**config.mk**
```make
export PLATFORM = sky130hd
export DESIGN_NAME = mul_sequencer
export DESIGN_NICKNAME = d
export VERILOG_FILES = /design/src/rtl/mul_sequencer_pkg.sv /design/src/rtl/mul_shift_add_dp.sv /design/src/rtl/mul_sequencer.sv
export SDC_FILE = /design/constraint.sdc
export NUM_CORES = 1
export LEC_CHECK = 0
export CORE_MARGIN = 8
export CORE_UTILIZATION = 40
export DETAILED_ROUTE_END_ITERATION = 12
export SYNTH_ARGS = -nofsm -noshare
export SYNTH_HDL_FRONTEND = slang
export SYNTH_SLANG_ARGS = --single-unit
```
**constraint.sdc**
```tcl
create_clock -name clk -period 5.65 [get_ports clk]
set_input_delay 1.695 -clock clk [delete_from_list [all_inputs] [get_ports clk]]
set_output_delay 1.695 -clock clk [all_outputs]
set_load 0.02 [all_outputs]
```
**src/rtl/mul_sequencer_pkg.sv**
```systemverilog
// rtl/mul_sequencer_pkg.sv - decode constants, state encoding and sizing helper for mul_sequencer
package mul_sequencer_pkg;

    localparam logic [6:0] OPC_ALU_R = 7'b0110011;
    localparam logic [6:0] F7_MULDIV = 7'b0000001;
    localparam logic [2:0] F3_MUL    = 3'b000;
    localparam logic [2:0] F3_MULHU  = 3'b011;

    typedef enum logic [1:0] {
        IDLE = 2'd0,
        BUSY = 2'd1,
        DONE = 2'd2
    } state_t;

    // Iteration counter width; a single-bit operand still needs a 1-bit counter.
    function automatic int cnt_width(input int data_w);
        return (data_w > 1) ? $clog2(data_w) : 1;
    endfunction

endpackage

```
**src/rtl/mul_shift_add_dp.sv**
```systemverilog
// rtl/mul_shift_add_dp.sv - radix-2 shift-add multiplier datapath (acc, mcand, mplier)
module mul_shift_add_dp #(
    parameter int DATA_W = 32
) (
    input  logic                  clk,
    input  logic                  rst,
    input  logic                  load,
    input  logic                  step,
    input  logic [DATA_W-1:0]     op_a,
    input  logic [DATA_W-1:0]     op_b,
    output logic [2*DATA_W-1:0]   acc_next
);

    logic [2*DATA_W-1:0] acc;
    logic [2*DATA_W-1:0] mcand;
    logic [DATA_W-1:0]   mplier;

    // Accumulator is double width, so the partial-product sum can never overflow.
    assign acc_next = mplier[0] ? (acc + mcand) : acc;

    always_ff @(posedge clk) begin
        if (rst) begin
            acc    <= '0;
            mcand  <= '0;
            mplier <= '0;
        end else if (load) begin
            acc    <= '0;
            mcand  <= {{DATA_W{1'b0}}, op_a};
            mplier <= op_b;
        end else if (step) begin
            acc    <= acc_next;
            mcand  <= mcand << 1;
            mplier <= mplier >> 1;
        end
    end

endmodule

```
**src/rtl/mul_sequencer.sv**
```systemverilog
// rtl/mul_sequencer.sv - EX-stage MUL/MULHU decode, stall control and iteration sequencing
module mul_sequencer
    import mul_sequencer_pkg::*;
#(
    parameter int DATA_W = 32
) (
    input  logic              clk,
    input  logic              rst,
    input  logic              ex_valid,
    input  logic [6:0]        opcode,
    input  logic [2:0]        funct3,
    input  logic [6:0]        funct7,
    input  logic [DATA_W-1:0] op_a,
    input  logic [DATA_W-1:0] op_b,
    input  logic              flush,
    output logic              stall,
    output logic              mul_done,
    output logic [DATA_W-1:0] mul_result
);

    localparam int               CNT_W    = cnt_width(DATA_W);
    localparam logic [CNT_W-1:0] CNT_LAST = CNT_W'(DATA_W - 1);

    state_t              state;
    state_t              state_next;
    logic [CNT_W-1:0]    cnt;
    logic                sel_hi;
    logic                start;
    logic                last;
    logic                load;
    logic                step;
    logic [2*DATA_W-1:0] acc_next;

    assign start = ex_valid && (opcode == OPC_ALU_R) && (funct7 == F7_MULDIV)
                && ((funct3 == F3_MUL) || (funct3 == F3_MULHU)) && !flush;
    assign last  = (cnt == CNT_LAST);

    mul_shift_add_dp #(
        .DATA_W (DATA_W)
    ) u_dp (
        .clk      (clk),
        .rst      (rst),
        .load     (load),
        .step     (step),
        .op_a     (op_a),
        .op_b     (op_b),
        .acc_next (acc_next)
    );

    always_comb begin
        state_next = state;
        stall      = 1'b0;
        mul_done   = 1'b0;
        load       = 1'b0;
        step       = 1'b0;
        case (state)
            IDLE: begin
                stall = start;
                if (start) begin
                    load       = 1'b1;
                    state_next = BUSY;
                end
            end
            BUSY: begin
                stall = 1'b1;
                // A redirect squashes the multiply; the partial product is simply dropped.
                if (flush) begin
                    state_next = IDLE;
                end else begin
                    step = 1'b1;
                    if (last) begin
                        state_next = DONE;
                    end
                end
            end
            DONE: begin
                mul_done   = 1'b1;
                state_next = IDLE;
            end
            default: begin
                state_next = IDLE;
            end
        endcase
    end

    always_ff @(posedge clk) begin
        if (rst) begin
            state      <= IDLE;
            cnt        <= '0;
            sel_hi     <= 1'b0;
            mul_result <= '0;
        end else begin
            state <= state_next;
            if (load) begin
                cnt    <= '0;
                sel_hi <= (funct3 == F3_MULHU);
            end else if (step) begin
                cnt <= cnt + 1'b1;
            end
            if (step && last) begin
                mul_result <= sel_hi ? acc_next[2*DATA_W-1:DATA_W] : acc_next[DATA_W-1:0];
            end
        end
    end

endmodule

```
Yosys cells after proc, flatten, opt, wreduce, memory -nomap -nowiden
Index checks and enable logic that the tools add are counted.

Bits in read-only memories: 0. Logic and storage cells: 46. Bits in latches: 0. RAM bits: 0. Bits in registers: 200. Input port bits: 85. Memories kept: 0. Output and inout port bits: 34.

Magnitude comparators: 0. Reductions and logical operators: 12. Divide/modulo/power cells: 0. Multipliers: 0. Shifts and indexed selects: 0. Add/subtract/negate cells: 2. Equal/unequal tests: 8. Bitwise operators: 0. Mux-type cells: 16.

Operators with widths (number): $mux 32 (5); $add 64x64->64 (1); $mux 64 (1); $eq 7x1->1 const B (1); $eq 7x6->1 const B (1); $mux 2 (3); $add 5x1->5 const B (1); $eq 5x5->1 const B (1); $logic_and 1x1->1 (5); $mux 1 (5); $pmux 2 s2 (1); $eq 3x2->1 const B (1); $logic_not 3->1 (1); $ne 3x3->1 const B (1); $eq 2x1->1 const B (1); $eq 2x2->1 const B (1); $logic_not 2->1 (1); $ne 2x2->1 const B (1); $pmux 1 s2 (1); $reduce_and 2->1 (1); $reduce_bool 2->1 (1); $reduce_or 2->1 (1); $logic_not 1->1 (1); $logic_or 1x1->1 (1).

Longest topological paths before layout
Depth in word-level cells: 8. Depth in mapped cells: 12. Depth with buffers taken out: 12.

Modules after synthesis
From an unflattened synthesis, not the netlist that was laid out.

Cells, all modules: 1565. Area, all modules: 12866.1 µm².

Modules (own cells, without submodules): mul_shift_add_dp (cells an instance 1375, seq. area each 3203.1 µm², times used 1, area each 11006.8 µm²); mul_sequencer (cells an instance 190, seq. area each 800.8 µm², times used 1, area each 1859.3 µm²).

Least setup slack after synthesis
OpenSTA, ideal clock, no wires.

Kind: input to output. Start: input funct7[5]. End: output stall. Cell stages on the path: 4. Path buffers: 0. Setup slack: 1057 ps. Arrival: 2898 ps. Cell sequence: or4_1 nor4_1 nand3_1 o21ai_0.

Cells in the longest elaborated chain, start to end: 5.

Ends and longest elaborated chain: start: declaration (line mul_sequencer.sv:12) `input logic [6:0] funct7,`; $eq 7x1->1 (line mul_sequencer.sv:34) `assign start = ex_valid && (opcode == OPC_ALU_R) && (funct7 == F7_MULDIV)`; $logic_and 1x1->1 (line mul_sequencer.sv:34); $logic_and 1x1->1 (2 in a row) (line mul_sequencer.sv:35) `&& ((funct3 == F3_MUL) || (funct3 == F3_MULHU)) && !flush;`; $pmux 1 s2 (line mul_sequencer.sv:56) `case (state)`; end: declaration (line mul_sequencer.sv:16) `output logic stall,`.

No other way between the ends.

Worst setup path after layout
Ends and elaborated chain as after synthesis.

==> impl_results.md <==
- Worst R2R Path Depth: 11
- Final Non-Filler Cells: 2097
- Hold Path Cell Cnt: 2
- Cts bufs inserted: 17
- Rows: 63
- Mapped Nets: 1790
- Htree depth: 4
- Ys Warns: 0
- Leakage power total: about 5.3 nW
- Routability cong.: approximately 0.95
- Least-Margin Pin Slew: around 1200 ps
- CP startpoint: funct7[5]
- Die W: approximately 190 um
- Slowest-stage cell, CP: or4_1
- Worst stage delay on the critical path: 530 ps
- Max_cap viols: 0
- Synth Instances: between 1500 and 2000
- Cts hold-fix bufs: 0
- Worst hold start: mul_result[28]
- Final Skew: 15.80 ps
- Reg-to-Reg Start: u_dp.acc[16]
- Pre-CTS setup slack: around 80 ps
- Initial antenna violation count: 1
- DR WL/cell: 20.73 um
- Synth async-reset ratio: 0
- CTS sink count: 200
- Finished Core Util: 0.4767
- Total core area: around 30000 sq um
- Total negative slack: 0 ps
- CP Launch Type: input port
- Worst vdd ir: 216.6 uV
- Initial Util: 0.4075
- Syn Area/Cell: 7.409 sq um
- Total routed wirelength: 43.47 mm
- 1st-iter DRT viols: 940
- Post-synthesis sequential area ratio: 0.3297
- Final net count: 1845
- DRT Pass-1 Iters: 5
- DP Area: between 10000 and 15000 sq um
- Layout cell share with drive strength beyond 1: 0.04748
- Worst Path Required: around 4000 ps
- Final Cycle Share: 0.9080
- Critical path, cell by cell: clkdlybuf4s50_1 > or4_1 > nor4_2 > nand3_1 > o21ai_0 > dlymetal6s2s_1
- Worst reg-to-reg setup slack: ~1400 ps
- Delay-heaviest family, CP: simple AND/OR/NAND/NOR gates
- Root buf cell: clkbuf_16
- Max Root-Sink Buffers: 2
- Final hold vios: 0
- Total track usage: 0.2362
- Post-CTS Setup Inserts: 0
- Slew Limit Headroom: 0.1819
- Count of flip-flops with a built-in enable after synthesis: 0
- Worst Path Class, Setup: input port to output port
- Clock slew seen by the registers of the worst setup and hold paths: roughly 80 ps
- I/O Buffers: ~120
- Synth unique cells: 70
- Worst Path Buf+Inv: 2
- Die area: 36190 sq um
- Area Growth Syn to Fin: 16.98%
- DRC violation count after routing: 0
- Worst hold path class: register to register
- Vias per cell: 5.774
- Crit path max fanout: 2
- Worst-Skew Late Latency: about 460 ps
- Endpoint, Worst Hold: mul_result[28]
- Synth Cell Area: between 10000 and 15000 sq um
- Die H: 190.2 um
- Vias post-DR: between 10000 and 15000
- Max Clk Rate: around 190 MHz
- Flops & latches, synth: 200
- Placed instance count: around 2100
- First-pass GRT wire length: about 67 mm
- Largest net degree at the start of global routing: 81
- TritonCTS clock tree: yes
- Status: complete, no violations
- RSZ-0062 raised after global routing: false
- DRT antenna net count: 0
- DP HPWL: between 30 and 40 mm
- PwrDens: 192.3 nW/um^2
- Slew Limit Fails: 0
- Overflow after GRT: 0
- Main synth FF type: dfxtp_1
- Reg2reg end: mul_result[12]
- Worst Setup End Kind: output port
- Final setup viols: 0
- I/O pins: between 100 and 150
- Vias in the first global route: around 11000
- Tmin final: between 5000 and 6000 ps
- Setup slack after layout: about 520 ps
- Fin area: ~14000 sq um
- Arr. time, crit path: between 3000 and 4000 ps
- FILL cells: around 3000
==> cell type report <==
class | instances | area, sq um | area share
multi-input combinational | 1313 | 7686 | 0.5411
inverter | 22 | 82.58 | 0.005813
clock inverter | 11 | 105.1 | 0.007399
timing repair buffer | 140 | 1369 | 0.09636
tap | 390 | 488.0 | 0.03435
clock buffer | 20 | 466.7 | 0.03285
antenna | 1 | 2.502 | 0.0001762
sequential | 200 | 4005 | 0.2820
==> sequential cells by signal (all words and copies together), names as in the netlist <==
name / cells
u_dp.mplier: 32
u_dp.mcand: 64
sel_hi: 1
state: 2
u_dp.acc: 64
cnt: 5
mul_result: 32
==> per-stage QoR <==
| step | power (mW) | hold slack [ps] |
|---|---|---|
| 6_report | 2.732 | 452.9 |
| 5_1_grt | 2.815 | 462.4 |
| 4_1_cts | 2.752 | 453.1 |
| 3_5_place_dp | 1.538 | 439.4 |
| 3_3_place_gp | 1.537 | 433.2 |
| 2_1_floorplan | 1.463 | 436.6 |
==> placed cells by master, fill, tap and decap left out, types with 5 or more instances in the layout <==
| cell type | count |
|---|---|
| a211oi_1 | 30 |
| a21boi_0 | 5 |
| a21o_1 | 24 |
| a21oi_1 | 210 |
| a22o_1 | 5 |
| a22oi_1 | 33 |
| a31oi_1 | 9 |
| and2_1 | 8 |
| and3_1 | 15 |
| buf_4 | 20 |
| clkbuf_16 | 17 |
| clkdlybuf4s50_1 | 116 |
| dfxtp_1 | 199 |
| ha_1 | 65 |
| inv_1 | 21 |
| mux2_2 | 5 |
| mux2i_1 | 27 |
| nand2_1 | 315 |
| nand2b_1 | 9 |
| nand3_1 | 61 |
| nand4_1 | 24 |
| nor2_1 | 139 |
| nor2b_1 | 9 |
| nor3_1 | 28 |
| nor4_1 | 5 |
| o211ai_1 | 10 |
| o21a_1 | 12 |
| o21ai_0 | 102 |
| o21bai_1 | 13 |
| o221ai_1 | 12 |
| o31ai_1 | 7 |
| or3_1 | 8 |
| xnor2_1 | 37 |
| xor2_1 | 23 |
==> worst reg2reg max path: cells and delay by family (launching register included) <==
family	cells	cell delay (ps)
and+or+nand+nor	1	410
DFF	1	530
adders and majority gates	1	370
xor gates and xnor gates	1	170
AOI/OAI and AO/OA	8	2620
==> metal layers <==
metal	routed length, um	track usage
met5	0	0
met4	1150	0.07607
met3	2359	0.03694
met2	19770	0.3817
met1	20190	0.3184
==> repair_timing <==
item | in CTS | in global routing
resized for setup | 0 | 2
hold endpoints to repair | 0 | 0
setup endpoints to repair | 0 | 1
==> logic make-up after synthesis <==
family,Yosys count,share of synthesized area
xor+xnor,60,0.04328
fa+ha+maj,66,0.06862
flops,200,0.3297
simple gates,640,0.2275
mux,36,0.03431
buf+inv,126,0.03946
compound gates,511,0.2571
==> power by group <==
group / switching, mW / leakage (nW) / internal, mW / total [mW]
combinational: 0.0399 / 3.39 / 0.0563 / 0.0962
clock: 0.614 / 0.273 / 0.614 / 1.23
sequential: 0.00000293 / 1.61 / 1.41 / 1.41
total: 0.654 / 5.27 / 2.08 / 2.73
==> cells in the mapped netlist, types with 7 or more instances <==
cell,instances,share of area
a211oi_1,30,0.019
a21o_1,24,0.015
a21oi_1,210,0.087
a22oi_1,33,0.020
a31oi_1,9,0.0046
and2_1,8,0.0041
and3_1,15,0.0077
buf_1,8,0.0025
clkbuf_1,91,0.028
dfxtp_1,200,0.33
ha_1,65,0.067
inv_1,21,0.0065
mux2i_1,27,0.022
nand2_1,318,0.098
nand2b_1,9,0.0046
nand3_1,61,0.025
nand4_1,24,0.012
nor2_1,142,0.044
nor2b_1,9,0.0046
nor3_1,29,0.012
o211ai_1,10,0.0062
o21a_1,12,0.0074
o21ai_0,102,0.042
o21bai_1,13,0.0080
o221ai_1,12,0.0087
o31ai_1,7,0.0043
or3_1,8,0.0041
xnor2_1,37,0.027
xor2_1,23,0.017
==> how the worst max path moves through the flow <==
stage,endpoint,slack [ps],depth (start not counted)
final,stall,520,6
after global routing,stall,370,6
after CTS,stall,50,6
after detailed placement,stall,80,6
after global placement,stall,70,6
after floorplan,stall,1060,4
No activity file was read; power rests on OpenSTA's default activity.
